===== config.mk =====
export PLATFORM = sky130hd
export DESIGN_NAME = mem_responder
export DESIGN_NICKNAME = d
export VERILOG_FILES = /design/src/rtl/mem_responder_pkg.sv /design/src/rtl/mem_responder_ram64x8.sv /design/src/rtl/mem_responder.sv
export SDC_FILE = /design/constraint.sdc
export NUM_CORES = 1
export LEC_CHECK = 0
export ABC_AREA = 0
export BUFFER_PORTS_ARGS = -buffer_cell sky130_fd_sc_hd__buf_2
export CORE_ASPECT_RATIO = 0.6
export CORE_MARGIN = 3
export CORE_UTILIZATION = 35
export CTS_CLUSTER_DIAMETER = 200
export DETAILED_ROUTE_END_ITERATION = 10
export PLACE_DENSITY_LB_ADDON = 0.15
export SETUP_SLACK_MARGIN = 0.02
export SYNTH_ARGS = -nofsm -noshare
export SYNTH_HDL_FRONTEND = slang
export SYNTH_SLANG_ARGS = --single-unit

===== constraint.sdc =====
create_clock -name clk -period 2.7 [get_ports clk]
set_input_delay 0.54 -clock clk [delete_from_list [all_inputs] [get_ports clk]]
set_output_delay 0.54 -clock clk [all_outputs]
set_load 0.03 [all_outputs]

===== src/rtl/mem_responder_pkg.sv =====
// Shared sizing defaults and FSM state encoding for the memory responder.
package mem_responder_pkg;

  localparam int ADDR_W_DEF = 6;
  localparam int DATA_W_DEF = 8;
  localparam int DEPTH      = 64;

  typedef enum logic [1:0] {
    IDLE = 2'd0,
    LOAD = 2'd1,
    DONE = 2'd2
  } state_e;

endpackage


===== src/rtl/mem_responder_ram64x8.sv =====
// Byte array with one synchronous write port and one asynchronous read port.
// The array is deliberately never reset so contents survive a reset.
module ram64x8 #(
  parameter int ADDR_W = 6,
  parameter int DATA_W = 8
) (
  input  logic              clk,
  input  logic              we_i,
  input  logic [ADDR_W-1:0] waddr_i,
  input  logic [DATA_W-1:0] wdata_i,
  input  logic [ADDR_W-1:0] raddr_i,
  output logic [DATA_W-1:0] rdata_o
);

  localparam int DEPTH = 2 ** ADDR_W;

  logic [DATA_W-1:0] mem_q [DEPTH];

  always_ff @(posedge clk) begin
    if (we_i) mem_q[waddr_i] <= wdata_i;
  end

  assign rdata_o = mem_q[raddr_i];

endmodule


===== src/rtl/mem_responder.sv =====
// Memory responder: CPU-side byte RAM that a streaming loader can fill while
// the CPU is held off; CPU writes during a load are dropped and flagged.
module mem_responder
  import mem_responder_pkg::*;
#(
  parameter int ADDR_W = ADDR_W_DEF,
  parameter int DATA_W = DATA_W_DEF
) (
  input  logic              clk,
  input  logic              reset,
  input  logic [ADDR_W-1:0] ramaddress,
  input  logic [DATA_W-1:0] ramin,
  input  logic              memWr,
  output logic [DATA_W-1:0] ramout,
  input  logic              ld_start,
  input  logic [ADDR_W-1:0] ld_last,
  input  logic              ld_valid,
  input  logic [DATA_W-1:0] ld_data,
  output logic              ld_ready,
  output logic              cpu_hold,
  output logic              ld_done,
  output logic              ld_err
);

  state_e            state_q;
  logic [ADDR_W-1:0] ptr_q;
  logic [ADDR_W-1:0] len_q;
  logic              ld_ready_q;
  logic              cpu_hold_q;
  logic              ld_done_q;
  logic              ld_err_q;

  logic              wr_en;
  logic [ADDR_W-1:0] wr_addr;
  logic [DATA_W-1:0] wr_data;

  // Loader owns the write port in LOAD; the CPU only in IDLE.
  always_comb begin
    wr_en   = 1'b0;
    wr_addr = ramaddress;
    wr_data = ramin;
    if (state_q == LOAD) begin
      wr_en   = ld_valid & ld_ready_q;
      wr_addr = ptr_q;
      wr_data = ld_data;
    end else if (state_q == IDLE) begin
      wr_en = memWr;
    end
  end

  always_ff @(posedge clk or posedge reset) begin
    if (reset) begin
      state_q    <= IDLE;
      ptr_q      <= '0;
      len_q      <= '0;
      ld_ready_q <= 1'b0;
      cpu_hold_q <= 1'b0;
      ld_done_q  <= 1'b0;
      ld_err_q   <= 1'b0;
    end else begin
      case (state_q)
        IDLE: begin
          if (ld_start) begin
            state_q    <= LOAD;
            len_q      <= ld_last;
            ptr_q      <= '0;
            ld_err_q   <= 1'b0;
            ld_ready_q <= 1'b1;
            cpu_hold_q <= 1'b1;
          end
        end
        LOAD: begin
          if (memWr) ld_err_q <= 1'b1;
          if (ld_valid && ld_ready_q) begin
            // Leaving at ptr==len_q means the pointer never has to wrap.
            if (ptr_q == len_q) begin
              state_q    <= DONE;
              ld_ready_q <= 1'b0;
              ld_done_q  <= 1'b1;
            end else begin
              ptr_q <= ptr_q + ADDR_W'(1);
            end
          end
        end
        DONE: begin
          if (memWr) ld_err_q <= 1'b1;
          state_q    <= IDLE;
          ld_done_q  <= 1'b0;
          cpu_hold_q <= 1'b0;
        end
        default: begin
          state_q    <= IDLE;
          ld_ready_q <= 1'b0;
          cpu_hold_q <= 1'b0;
          ld_done_q  <= 1'b0;
        end
      endcase
    end
  end

  ram64x8 #(
    .ADDR_W(ADDR_W),
    .DATA_W(DATA_W)
  ) u_ram (
    .clk    (clk),
    .we_i   (wr_en),
    .waddr_i(wr_addr),
    .wdata_i(wr_data),
    .raddr_i(ramaddress),
    .rdata_o(ramout)
  );

  assign ld_ready = ld_ready_q;
  assign cpu_hold = cpu_hold_q;
  assign ld_done  = ld_done_q;
  assign ld_err   = ld_err_q;

endmodule


Word-level counts from Yosys, hierarchy flattened
Memory sizes are Yosys's and may differ from the RTL's. Cells that the tools add are included.

Bits in registers: 18. Input port bits: 33. Memories: 1. Output and inout port bits: 12. Memory bits (writable): 512.

Memory list: u_ram.mem_q (words 64, width 8, read ports 1, clocked after memory_dff 0, wr ports 1, line mem_responder_ram64x8.sv:17) `logic [DATA_W-1:0] mem_q [DEPTH];`.

Add/subtract/negate cells: 1. Reductions and logical operators: 12. Eq/ne operators: 8. Muxes and demuxes: 25. Bitwise operators: 4.

Operator list (count): 6-bit 2-to-1 mux (4); 6-bit case mux with 2 select lines (1); 1-bit 2-to-1 mux (11); 3-bit AND reduction (3); 8-bit 2-to-1 mux (1); 4-bit AND reduction (2); 6-bit by 1-bit adder with 6-bit output (second input constant) (1); 6-bit == test (1); 2-bit 2-to-1 mux (3); 2-bit by 1-bit != test with 1-bit output (second input constant) (3); 1-bit case mux with 2 select lines (3); 2-bit != test (second input constant) (2); 2-bit case mux with 2 select lines (1); 2-bit AND reduction (2); 2-bit nonzero test (2); 1-bit NOT (3); 1-bit case mux with 3 select lines (1); 2-bit by 1-bit == test with 1-bit output (second input constant) (1); 2-bit == test (second input constant) (1); 2-bit logical NOT (1); 2-bit OR reduction (1); 1-bit AND (1); 1-bit logical AND (1).

Longest topological paths before layout
Gate-level depths: netlist of run 1.

Depth after elaboration: 5. Mapped depth: 9. Depth with buffers taken out: 7.

Cells and area by module
From an unflattened synthesis of run 1, not the netlist that was laid out.

Cells, all modules: 1043. Area total of the unflattened synthesis: 21179.1 um^2.

Modules (own cells, without submodules): ram64x8 (area each 20006.7 um^2, times used 1, cells an instance 932, sequential area each 15374.7 um^2); mem_responder (area each 1172.4 um^2, times used 1, cells an instance 111, sequential area each 450.4 um^2).

Worst setup path after synthesis of run 1
No wires, ideal clock.

Kind: in2out. Start: input ramaddress[1]. End: output ramout[6]. Path buffers: 3. Path slack: -0.132 ns. Data arrival time: 2.292 ns. Stages: 8. Required time: 2.160 ns. Cells stage by stage: buf_4 -> buf_2 -> buf_2 -> or2_2 -> o221ai_1 -> a21oi_1 -> nor3_1 -> o21ai_0.

Longest elaborated chain between the ends: 1.

Ends and longest elaborated chain: start, declared (line mem_responder.sv:11) `input logic [ADDR_W-1:0] ramaddress,`; memory 64 x 8 bit; end, declared (line mem_responder.sv:14) `output logic [DATA_W-1:0] ramout,`.

Every way passes these cells.

Final worst setup path of run 1
Start: memory u_ram.mem_q[48][2]. End: output ramout[2].

Longest elaborated chain between the ends: 1.

Ends and longest elaborated chain (line): start, declared (mem_responder_ram64x8.sv:17); memory 64 x 8 bit.

Every way passes these cells.

==> Implementation_results.wiki, run 1 <==
{| class="wikitable"
! Metric !! Value
|-
| Dpl hpwl || 34200 um
|-
| Global route total overflow || 0
|-
| Maximum level of the CTS H-tree || 2
|-
| Post-Syn Area per Cell || 20.2 um^2
|-
| Antenna violations before repair || 1
|-
| Num rows || 68
|-
| Largest net degree at the start of global routing || 65
|-
| Synth Flop Type || sky130_fd_sc_hd__edfxtp_1
|-
| Slew Limit Fails || 0
|-
| Maximum buffer depth of the clock tree || 3
|-
| Routed wire length || 54200 um
|-
| Violated checks || setup timing
|-
| Die Width || 322 um
|-
| Number of global-route vias before repair || 11239
|-
| Number of port buffers || 44
|-
| Clock tree from TritonCTS || built
|-
| Number of synthesized register bits || 530
|-
| Worst vdd ir || 454 uV
|-
| Net count of the finished layout || 1305
|-
| Number of design rule violations left after detail routing || 0
|-
| Leakage power total || 8.36 nW
|-
| Diodes inserted || 0
|-
| Min Tclk post-route || 3070 ps
|-
| Via count of the routed design || 10882
|-
| Number of design-rule violations left by the first detailed-router iteration || 1059
|-
| Largest fanout on the critical path || 1
|-
| YS warnings || 0
|-
| Slowest library cell on the worst path || sky130_fd_sc_hd__mux4_2
|-
| Remaining max-slew budget at the tightest pin || 13.5%
|-
| Worst path required time || 2160 ps
|-
| Layout-stage area growth over the synthesis result || 20.7%
|-
| IO Pins || 45
|-
| Post-route antenna net violation count || 0
|-
| Proportion of register bits with asynchronous set or reset after synthesis || 3.40%
|-
| Number of enable flip-flop cells after synthesis || 512
|-
| Area of the mapped netlist || 0.0210 mm^2
|-
| Placed cell count || 1980
|-
| Number of nets in the synthesized netlist || 1076
|-
| Fraction of final layout cells sized beyond drive strength 1 || 36.7%
|-
| Leading cell types in the layout, fill and taps excluded || sky130_fd_sc_hd__edfxtp_1 (512), sky130_fd_sc_hd__buf_4 (162), sky130_fd_sc_hd__mux4_2 (127), sky130_fd_sc_hd__nor2_1 (82), sky130_fd_sc_hd__clkbuf_16 (52)
|-
| Mean routed wirelength per cell || 26.1 um
|-
| Slew of the pin with the lowest slew margin || 1300 ps
|-
| Finish-stage setup viols || 8
|-
| Final number of hold-violating endpoints || 0
|-
| Max Cap Violations || 0
|-
| Count of fill cells added during filler insertion || 5091
|-
| Setup Skew || 14.8 ps
|-
| Final critical-path setup slack || -371 ps
|-
| Data arrival time of the worst path || 2530 ps
|-
| Critical path, cell by cell || mux4_2 -> mux2_4 -> a21oi_2 -> o21ai_1 -> buf_4 -> a32o_2 -> buf_6
|-
| Die area || 0.0630 mm^2
|-
| CTS Sinks || 530
|-
| Gpl congestion || 0.806
|-
| Netlist cell types || 41
|-
| Largest stage delay on the critical path || 460 ps
|-
| Area of the placeable core || 0.0584 mm^2
|-
| Combined global-route utilization of all metal layers || 17.4%
|-
| Area of combinational cells with multiple inputs || 0.00495 mm^2
|-
| Layout Cells excl Fill || 2074
|-
| Synthesized instance count || 1038
|-
| Initial cell density of the core || 36.0%
|-
| Class of the tightest hold or removal check || in2async
|-
| Final Util || 43.4%
|-
| CTS clock-pin slew for the worst setup and hold paths || 60 ps
|-
| Detailed-routing iteration count for the pre-antenna-repair pass || 5
|-
| PwrDens || 766 mW/mm^2
|-
| Highest achievable clock rate || 0.326 GHz
|-
| Clock latency at the later pin of the worst-skew pair || 580 ps
|-
| Kind of launch point of the worst setup path || register
|-
| Portion of the clock cycle consumed by the worst path in the final layout || 114%
|-
| Result of the run || finished with violations
|-
| TritonCTS buffer count || 49
|-
| Category of the most critical setup path || reg2out
|-
| Vias per cell || 5.25
|-
| Category of the worst setup path capture point || output port
|-
| Global-route wire length before repair || 79600 um
|-
| Part of the Yosys area used for sequential elements || 75.4%
|-
| Worst hold-check slack || 74.7 ps
|-
| Die Ht || 196 um
|-
| Area occupied by registers || 0.0158 mm^2
|-
| Most frequent standard cell in the layout excluding fill and tap cells || sky130_fd_sc_hd__edfxtp_1
|-
| RSZ-0062 raised after global routing || yes
|-
| Root buffer cell || sky130_fd_sc_hd__clkbuf_16
|}
==> where the power goes <==
group | switching, mW | internal, mW | total (mW)
clock network | 2.99 | 3.63 | 6.62
logic | 1.87 | 0.933 | 2.80
registers | 0.114 | 9.87 | 9.98
total | 4.98 | 14.4 | 19.4
==> flip-flops by register name, summed over array words and instances, names as in the netlist <==
signal	cells
ld_err	1
ld_ready	1
u_ram.mem_q	512
len_q	6
cpu_hold	1
ptr_q	6
state_q	2
ld_done	1
==> Yosys cell counts (13+ instances only) <==
master                       n  area, um^2
sky130_fd_sc_hd__o21ai_0    27         135
sky130_fd_sc_hd__a21oi_1    25         125
sky130_fd_sc_hd__edfxtp_1  512       15400
sky130_fd_sc_hd__mux2_2     26         293
sky130_fd_sc_hd__mux4_2    127        2860
sky130_fd_sc_hd__nor2_1     84         315
sky130_fd_sc_hd__nand2_1    30         113
sky130_fd_sc_hd__mux2i_1    22         220
sky130_fd_sc_hd__dfrtp_1    18         450
sky130_fd_sc_hd__o22ai_1    29         181
sky130_fd_sc_hd__buf_2      19        95.1
sky130_fd_sc_hd__clkbuf_1   13        48.8
==> metal layers <==
layer	global-route usage [%]	vias up	wire, um	share of wire (%)
li1	-	4746	-	-
met1	27.6	5818	27000	50
met2	25.7	269	23800	44
met3	2.85	49	2720	5.0
met4	2.69	0	646	1.2
met5	0	-	0	0
==> area by class of cell <==
type / count / area share, %
clock inverters: 28 / 0.726
well taps: 770 / 3.80
inverters: 9 / 0.133
flip-flops and latches: 530 / 62.5
multi-input cells: 446 / 19.6
repair buffers: 231 / 8.10
clock buffers: 60 / 5.17
==> cells by family after synthesis <==
| logic type | count (synthesis) | synth area share (%) |
|---|---|---|
| flops | 530 | 75.4 |
| mux | 176 | 16.1 |
| simple gates | 148 | 3.02 |
| compound gates | 111 | 3.32 |
| buf+inv | 62 | 1.57 |
| xor+xnor | 6 | 0.250 |
| fa+ha+maj | 5 | 0.298 |
==> per-stage QoR <==
stage | TNS, ps | total power [mW] | area, um^2 | worst slack [ps]
after floorplan | 0 | 11.6 | 21000 | 24.2
after global placement | -9590 | 12.8 | 23500 | -623
after detailed placement | -6200 | 12.9 | 23500 | -649
after CTS | -2890 | 19.6 | 25300 | -434
after global routing | -3170 | 20.2 | 25300 | -470
final | -2530 | 19.4 | 25300 | -371
==> critical path: cells and delay by family (launching register included) <==
kind	cells	cell delay (ps)
muxes	2	750
buffers and inverters	2	300
AOI/OAI and AO/OA	3	520
DFF	1	370
==> timing repair <==
| item | in CTS | in global routing |
|---|---|---|
| gates resized for setup | 60 | 7 |
| buffers inserted | 4 | 0 |
| gates cloned | 4 | 0 |
| hold buffers | 0 | 0 |
| pin swaps | 14 | 3 |
| setup endpoints to repair | 196 | 513 |
==> path summary, 6_finish.rpt <==
kind | startpoint | to | slack [ps] | depth (start not counted)
worst min-delay path | reset | len_q[1] | 70 | 2
min in group clk | ld_last[2] | len_q[2] | 180 | 2
worst max-delay path | u_ram.mem_q[48][2] | ramout[2] | -370 | 7
max in group asynchronous | reset | ptr_q[0] | 2150 | 2
worst max register to register | state_q[1] | u_ram.mem_q[16][5] | 140 | 10
worst min register to register | len_q[5] | len_q[5] | 530 | 1
(Power assumes the default switching activity.)
==> inputs of run 2 (changes only) <==
- REMOVE_ABC_BUFFERS: unset -> 1
==> run 2 against run 1 <==
The run still ends with setup timing left. First-iteration DRC count grew 7.9%. Register-to-register slack better by 70 ps. Worst setup slack better by 27 ps. Global-route usage grew 0.69 points. Die area unchanged. Count of clock-buffer cells in the layout increased by 1. Wire length grew 5.3%. Critical path depth fell by 1.
==> Implementation_results.wiki, run 2 (synthesized netlist as in run 1, its figures left out) <==
{| class="wikitable"
! Metric !! Value
|-
| Result of the run || finished with violations (unchanged)
|-
| Violated checks || setup timing (unchanged)
|-
| CP Capture Point || ramout[1] (was ramout[2])
|-
| Category of the worst setup path capture point || output port (unchanged)
|-
| Root buffer cell || sky130_fd_sc_hd__clkbuf_16 (unchanged)
|-
| Cell type group with the largest total delay on the critical path || multiplexers (unchanged)
|-
| Layout-stage area growth over the synthesis result || 22.3% (was 20.7%)
|-
| PwrDens || 774 mW/mm^2 (was 766 mW/mm^2)
|-
| Vias per cell || 5.39 (was 5.25)
|-
| Class of the tightest hold or removal check || in2async (unchanged)
|-
| Worst hold-check slack || 76.7 ps (was 74.7 ps)
|-
| Die Ht || 196 um (unchanged)
|-
| Post-route antenna net violation count || 0 (unchanged)
|-
| Global-route wire length before repair || 82100 um (was 79600 um)
|-
| Max Cap Violations || 0 (unchanged)
|-
| Leading cell types in the layout, fill and taps excluded || sky130_fd_sc_hd__edfxtp_1 (512), sky130_fd_sc_hd__buf_4 (165), sky130_fd_sc_hd__mux4_2 (127), sky130_fd_sc_hd__nor2_1 (83), sky130_fd_sc_hd__clkbuf_16 (53) (was sky130_fd_sc_hd__edfxtp_1 (512), sky130_fd_sc_hd__buf_4 (162), sky130_fd_sc_hd__mux4_2 (127), sky130_fd_sc_hd__nor2_1 (82), sky130_fd_sc_hd__clkbuf_16 (52))
|-
| Power share of the combinational group || 14.7% (was 14.4%)
|-
| Net count of the finished layout || 1315 (was 1305)
|-
| Slowest library cell on the worst path || sky130_fd_sc_hd__mux4_2 (unchanged)
|-
| Area of combinational cells with multiple inputs || 0.00510 mm^2 (was 0.00495 mm^2)
|-
| Critical path, cell by cell || mux4_2 -> mux2_4 -> a21oi_4 -> o21ai_2 -> a32o_2 -> buf_6 (was mux4_2 -> mux2_4 -> a21oi_2 -> o21ai_1 -> buf_4 -> a32o_2 -> buf_6)
|-
| Num rows || 68 (unchanged)
|-
| Sequential fraction of design power || 50.3% (was 51.4%)
|-
| TritonCTS buffer count || 49 (unchanged)
|-
| Largest fanout on the critical path || 1 (unchanged)
|-
| Start point of the critical path || u_ram.mem_q[51][1] (was u_ram.mem_q[48][2])
|-
| FF-to-FF path depth || 4 (was 10)
|-
| Largest registers || u_ram.mem_q: 512 flops, len_q: 6 flops, ptr_q: 6 flops (unchanged)
|-
| Reg2Reg Launch Point || state_q[1] (unchanged)
|-
| Layout Cells excl Fill || 2083 (was 2074)
|-
| Via count of the routed design || 11221 (was 10882)
|-
| Switching Share || 25.7% (was 25.6%)
|-
| Leakage power total || 8.48 nW (was 8.36 nW)
|-
| End of the worst register-to-register path || u_ram.mem_q[24][6] (was u_ram.mem_q[16][5])
|-
| Portion of the clock cycle consumed by the worst path in the final layout || 113% (was 114%)
|-
| Clock latency at the later pin of the worst-skew pair || 570 ps (was 580 ps)
|-
| CTS Sinks || 530 (unchanged)
|-
| Die area || 0.0630 mm^2 (unchanged)
|-
| RSZ-0062 raised after global routing || yes (unchanged)
|-
| Most frequent standard cell in the layout excluding fill and tap cells || sky130_fd_sc_hd__edfxtp_1 (unchanged)
|-
| Largest stage delay on the critical path || 480 ps (was 460 ps)
|-
| Antenna violations before repair || 1 (unchanged)
|-
| IO Pins || 45 (unchanged)
|-
| Routed wire length || 57000 um (was 54200 um)
|-
| Initial cell density of the core || 36.0% (unchanged)
|-
| Cell Int Power || 14.7 mW (was 14.4 mW)
|-
| Category of the most critical setup path || reg2out (unchanged)
|-
| Final number of hold-violating endpoints || 0 (unchanged)
|-
| Number of design-rule violations left by the first detailed-router iteration || 1143 (was 1059)
|-
| Total power of the final layout || 19.9 mW (was 19.4 mW)
|-
| Final critical-path setup slack || -344 ps (was -371 ps)
|-
| Slew of the pin with the lowest slew margin || 1330 ps (was 1300 ps)
|-
| Register with the most flip-flops || u_ram.mem_q (unchanged)
|-
| Maximum buffer depth of the clock tree || 3 (unchanged)
|-
| Share of power burned in the clock network || 35.0% (was 34.1%)
|-
| Slew Limit Fails || 0 (unchanged)
|-
| Combined global-route utilization of all metal layers || 18.1% (was 17.4%)
|-
| Worst vdd ir || 588 uV (was 454 uV)
|-
| Total net switching power || 5.10 mW (was 4.98 mW)
|-
| Setup Skew || 14.6 ps (was 14.8 ps)
|-
| Kind of launch point of the worst setup path || register (unchanged)
|-
| Count of fill cells added during filler insertion || 5063 (was 5091)
|-
| Number of port buffers || 44 (unchanged)
|-
| Highest achievable clock rate || 0.328 GHz (was 0.326 GHz)
|-
| Worst path required time || 2160 ps (about the same)
|-
| Finish-stage setup viols || 8 (unchanged)
|-
| Data arrival time of the worst path || 2500 ps (was 2530 ps)
|-
| Mean routed wirelength per cell || 27.4 um (was 26.1 um)
|-
| Placed cell count || 1979 (was 1980)
|-
| Clock tree from TritonCTS || built (unchanged)
|-
| Dpl hpwl || 36400 um (was 34200 um)
|-
| Min Tclk post-route || 3040 ps (was 3070 ps)
|-
| Logic depth of the worst setup path including buffers || 6 (was 7)
|-
| Detailed-routing iteration count for the pre-antenna-repair pass || 5 (unchanged)
|-
| CTS clock-pin slew for the worst setup and hold paths || 70 ps (was 60 ps)
|-
| Gpl congestion || 0.746 (was 0.806)
|-
| Critical path buffers and inverters || 1 (was 2)
|-
| Largest net degree at the start of global routing || 65 (unchanged)
|-
| Fraction of final layout cells sized beyond drive strength 1 || 38.9% (was 36.7%)
|-
| Remaining max-slew budget at the tightest pin || 11.1% (was 13.5%)
|-
| Number of global-route vias before repair || 11373 (was 11239)
|-
| Reg2reg setup slack || 210 ps (was 140 ps)
|-
| Number of flip-flops under the largest register name || 512 (unchanged)
|-
| Area occupied by registers || 0.0158 mm^2 (unchanged)
|-
| Global route total overflow || 0 (unchanged)
|-
| Number of design rule violations left after detail routing || 0 (unchanged)
|-
| Area of the placeable core || 0.0584 mm^2 (unchanged)
|-
| Die Width || 322 um (unchanged)
|-
| Maximum level of the CTS H-tree || 2 (unchanged)
|}
-- run 2: per-stage QoR --
stage	setup WS, ps	area [um^2]	setup TNS, ps	utilization, %
global route	-400	25700	-2800	44.0
floorplan	-407	20700	-87540	-
global placement	-776	23500	-102280	40.2
CTS	-335	25400	-2450	43.4
detailed placement	-794	23500	-116190	40.2
finish	-344	25700	-2210	44.0
-- run 2: how the worst min path moves through the flow --
stage	depth (start not counted)	slack [ps]	startpoint	endpoint
4_1_cts	2	80	reset	len_q[1]
2_1_floorplan	1	480	reset	cpu_hold
3_3_place_gp	1	490	ld_done	ld_done
3_5_place_dp	1	520	len_q[5]	len_q[5]
6_report	2	80	reset	len_q[1]
5_1_grt	2	140	reset	len_q[1]
-- run 2: final cells by class --
| cell class | instances | area share [%] |
|---|---|---|
| Multi-Input combinational cell | 446 | 19.9 |
| Tap cell | 770 | 3.76 |
| Clock inverter | 25 | 0.985 |
| Inverter | 9 | 0.132 |
| Clock buffer | 61 | 5.11 |
| Antenna cell | 1 | 0.00975 |
| Timing Repair Buffer | 241 | 8.45 |
| Sequential cell | 530 | 61.7 |
-- run 2: metal layers --
metal | wire (um) | track usage, %
met4 | 706 | 3.03
met3 | 4670 | 4.63
met2 | 23300 | 24.3
met1 | 28300 | 29.5
met5 | 0 | 0
-- run 2: repair_timing --
action / CTS / global route
cloned: 1 / 4
hold buffers: 0 / 0
pin swaps: 14 / 5
setup buffers: 1 / 11
setup endpoints to repair: 56 / 249
resized for setup: 79 / 27
-- run 2: power by group through the flow --
stage	logic, mW	clock network (mW)	registers [mW]
2_1_floorplan	1.32	0	10.2
3_3_place_gp	2.74	0	10.2
3_5_place_dp	2.78	0	10.2
4_1_cts	2.86	7.12	9.98
5_1_grt	3.14	7.47	10.0
6_report	2.92	6.95	9.98
==> inputs of run 3 (changes only) <==
==> constraint.sdc (replaced) <==
create_clock -name clk -period 2.7 [get_ports clk]
set_input_delay 0.135 -clock clk [delete_from_list [all_inputs] [get_ports clk]]
set_output_delay 0.135 -clock clk [all_outputs]
set_load 0.03 [all_outputs]
==> run 3 against run 2 <==
The flow still finishes with violations (setup timing). Final cell count shrank 2.0%. First-iteration DRC count shrank 6.3%. Cell area shrank 2.7%. Non-clock buffer count shrank 46. Clock skew grew 10 ps. Worst setup slack gained 280 ps.
==> Implementation_results.wiki, run 3 (synthesized netlist as in run 1, its figures left out) <==
{| class="wikitable"
! Metric !! Value
|-
| Number of global-route vias before repair || 10899 (was 11373)
|-
| Num rows || 68 (unchanged)
|-
| Antenna violations before repair || 3 (was 1)
|-
| Number of design rule violations left after detail routing || 0 (unchanged)
|-
| Gpl congestion || 0.787 (was 0.746)
|-
| Sequential fraction of design power || 50.8% (was 50.3%)
|-
| Category of the most critical setup path || reg2out (unchanged)
|-
| Global-route wire length before repair || 79300 um (was 82100 um)
|-
| Final Util || 42.8% (was 44.0%)
|-
| Total power of the final layout || 19.6 mW (was 19.9 mW)
|-
| Slew of the pin with the lowest slew margin || 805 ps (was 1330 ps)
|-
| Setup Skew || 24.9 ps (was 14.6 ps)
|-
| Worst hold-check slack || 231 ps (was 76.7 ps)
|-
| Most Crowded Layer GR || met1 (unchanged)
|-
| Remaining max-slew budget at the tightest pin || 46.3% (was 11.1%)
|-
| Highest achievable clock rate || 0.361 GHz (was 0.328 GHz)
|-
| GR Layer Usage met1 || 28.8% (was 29.5%)
|-
| Clock tree from TritonCTS || built (unchanged)
|-
| Cell Int Power || 14.6 mW (was 14.7 mW)
|-
| Register with the most flip-flops || u_ram.mem_q (unchanged)
|-
| Portion of the clock cycle consumed by the worst path in the final layout || 102% (was 113%)
|-
| TritonCTS buffer count || 50 (was 49)
|-
| Largest net degree at the start of global routing || 65 (unchanged)
|-
| Slew Limit Fails || 0 (unchanged)
|-
| Detailed-routing iteration count for the pre-antenna-repair pass || 5 (unchanged)
|-
| Class of the tightest hold or removal check || in2async (unchanged)
|-
| Layout-stage area growth over the synthesis result || 18.9% (was 22.3%)
|-
| RSZ-0062 raised after global routing || yes (unchanged)
|-
| Largest registers || u_ram.mem_q: 512 flops, len_q: 6 flops, ptr_q: 6 flops (unchanged)
|-
| Kind of launch point of the worst setup path || register (unchanged)
|-
| TNS Setup || -142 ps (was -2210 ps)
|-
| Die area || 0.0630 mm^2 (unchanged)
|-
| CTS Sinks || 530 (unchanged)
|-
| Post-CTS Setup Bufs || 0 (was 1)
|-
| Number of port buffers || 44 (unchanged)
|-
| Cell type group with the largest total delay on the critical path || multiplexers (unchanged)
|-
| Worst path required time || 2570 ps (was 2160 ps)
|-
| CTS clock-pin slew for the worst setup and hold paths || 60 ps (was 70 ps)
|-
| Place WS || 24.2 ps (was -794 ps)
|-
| Die Ht || 196 um (unchanged)
|-
| Switching Share || 25.7% (about the same)
|-
| Routed wire length || 54600 um (was 57000 um)
|-
| Area of the placeable core || 0.0584 mm^2 (unchanged)
|-
| Number of design-rule violations left by the first detailed-router iteration || 1071 (was 1143)
|-
| Mean routed wirelength per cell || 26.8 um (was 27.4 um)
|-
| Die Width || 322 um (unchanged)
|-
| Worst vdd ir || 565 uV (was 588 uV)
|-
| Finish-stage setup viols || 5 (was 8)
|-
| Total net switching power || 5.04 mW (was 5.10 mW)
|-
| Final number of hold-violating endpoints || 0 (unchanged)
|-
| Leakage power total || 8.15 nW (was 8.48 nW)
|-
| Result of the run || finished with violations (unchanged)
|-
| PwrDens || 787 mW/mm^2 (was 774 mW/mm^2)
|-
| Dpl hpwl || 34700 um (was 36400 um)
|-
| Critical path, cell by cell || mux4_2 -> mux2_4 -> a21oi_2 -> buf_4 -> o21ai_2 -> a32o_2 -> buf_6 (was mux4_2 -> mux2_4 -> a21oi_4 -> o21ai_2 -> a32o_2 -> buf_6)
|-
| Maximum buffer depth of the clock tree || 3 (unchanged)
|-
| IO Pins || 45 (unchanged)
|-
| Net count of the finished layout || 1270 (was 1315)
|-
| Max Cap Violations || 0 (unchanged)
|-
| Min Tclk post-route || 2770 ps (was 3040 ps)
|-
| Violated checks || setup timing (unchanged)
|-
| Data arrival time of the worst path || 2630 ps (was 2500 ps)
|-
| Count of fill cells added during filler insertion || 5117 (was 5063)
|-
| Via count of the routed design || 10993 (was 11221)
|-
| Leading cell types in the layout, fill and taps excluded || sky130_fd_sc_hd__edfxtp_1 (512), sky130_fd_sc_hd__buf_4 (128), sky130_fd_sc_hd__mux4_2 (127), sky130_fd_sc_hd__nor2_1 (84), sky130_fd_sc_hd__clkbuf_16 (53) (was sky130_fd_sc_hd__edfxtp_1 (512), sky130_fd_sc_hd__buf_4 (165), sky130_fd_sc_hd__mux4_2 (127), sky130_fd_sc_hd__nor2_1 (83), sky130_fd_sc_hd__clkbuf_16 (53))
|-
| Largest stage delay on the critical path || 550 ps (was 480 ps)
|-
| Maximum level of the CTS H-tree || 2 (unchanged)
|-
| Initial cell density of the core || 36.0% (unchanged)
|-
| Final critical-path setup slack || -67.2 ps (was -344 ps)
|-
| GRT met2 Usage || 22.8% (was 24.3%)
|-
| Post-route antenna net violation count || 0 (unchanged)
|-
| Slowest library cell on the worst path || sky130_fd_sc_hd__mux4_2 (unchanged)
|-
| Critical path buffers and inverters || 2 (was 1)
|-
| Share of power burned in the clock network || 35.0% (about the same)
|-
| Most frequent standard cell in the layout excluding fill and tap cells || sky130_fd_sc_hd__edfxtp_1 (unchanged)
|-
| Category of the worst setup path capture point || output port (unchanged)
|-
| Met3 global-route usage || 4.70% (was 4.63%)
|-
| Power share of the combinational group || 14.2% (was 14.7%)
|-
| Global route total overflow || 0 (unchanged)
|-
| Vias per cell || 5.39 (about the same)
|-
| Root buffer cell || sky130_fd_sc_hd__clkbuf_16 (unchanged)
|-
| Number of flip-flops under the largest register name || 512 (unchanged)
|-
| Combined global-route utilization of all metal layers || 17.5% (was 18.1%)
|-
| Clock latency at the later pin of the worst-skew pair || 590 ps (was 570 ps)
|-
| Fraction of final layout cells sized beyond drive strength 1 || 34.4% (was 38.9%)
|-
| Largest fanout on the critical path || 1 (unchanged)
|}
[run 3: cell count changes in the layout (fill, tap and decap cells not counted), sizes merged]
cell / delta
buf: -52
dlygate4sd3: +11
clkbuf: -6
clkinv: +6
bufinv: -2
diode: +1
[run 3: path summary, 6_finish.rpt]
path,endpoint,start,slack [ps],depth (start not counted)
max in group asynchronous,state_q[0],reset,2010,3
setup reg to reg,u_ram.mem_q[60][0],state_q[1],180,7
min in group clk,len_q[0],ld_last[0],310,3
setup / recovery,ramout[5],u_ram.mem_q[51][5],-70,7
hold reg to reg,ld_done,ld_done,510,1
hold / removal,len_q[2],reset,230,3
[run 3: cell type report]
type / instances / area [um^2] / share of cell area [%]
Antenna cell: 2 / 5.00 / 0.0201
Clock buffer: 60 / 1350 / 5.42
Clock inverter: 29 / 223 / 0.893
Inverter: 9 / 33.8 / 0.135
Multi-Input combinational cell: 446 / 4940 / 19.8
Sequential cell: 530 / 15800 / 63.4
Tap cell: 770 / 963 / 3.86
Timing Repair Buffer: 195 / 1620 / 6.47
[run 3: repair_timing]
| action | 4_1_cts | 5_1_grt |
|---|---|---|
| gates cloned | 0 | 0 |
| hold endpoints to repair | 29 | 0 |
| hold buffers | 11 | 0 |
| gates resized for setup | 45 | 10 |
| pin swaps | 12 | 5 |
| endpoints found under the setup margin | 23 | 136 |
[run 3: stage by stage]
| stage | instances | instance area, um^2 |
|---|---|---|
| after floorplan | 985 | 20700 |
| after global placement | 1941 | 23100 |
| after detailed placement | 1941 | 23100 |
| after CTS | 2039 | 24900 |
| after global routing | 2041 | 25000 |
| final | 2041 | 25000 |
[run 3: routing by layer]
| metal | up-vias | part of all wire (%) | wire (um) |
|---|---|---|---|
| met1 | 5841 | 50 | 27100 |
| met5 | - | 0 | 0 |
| met2 | 414 | 40 | 22000 |
| met4 | 0 | 1.5 | 809 |
| li1 | 4679 | - | - |
| met3 | 59 | 8.7 | 4770 |
[run 3: power groups by stage]
stage | combinational, mW | sequential [mW] | clock (mW)
CTS | 2.80 | 9.97 | 7.09
global placement | 2.70 | 10.1 | 0
detailed placement | 2.74 | 10.1 | 0
global route | 3.00 | 9.99 | 7.47
floorplan | 1.32 | 10.2 | 0
finish | 2.79 | 9.97 | 6.88
[run 3: tightest hold or removal path: stages]
cell and delay (ps):
sky130_fd_sc_hd__dlygate4sd3_1 540, sky130_fd_sc_hd__buf_2 120, sky130_fd_sc_hd__inv_1 530
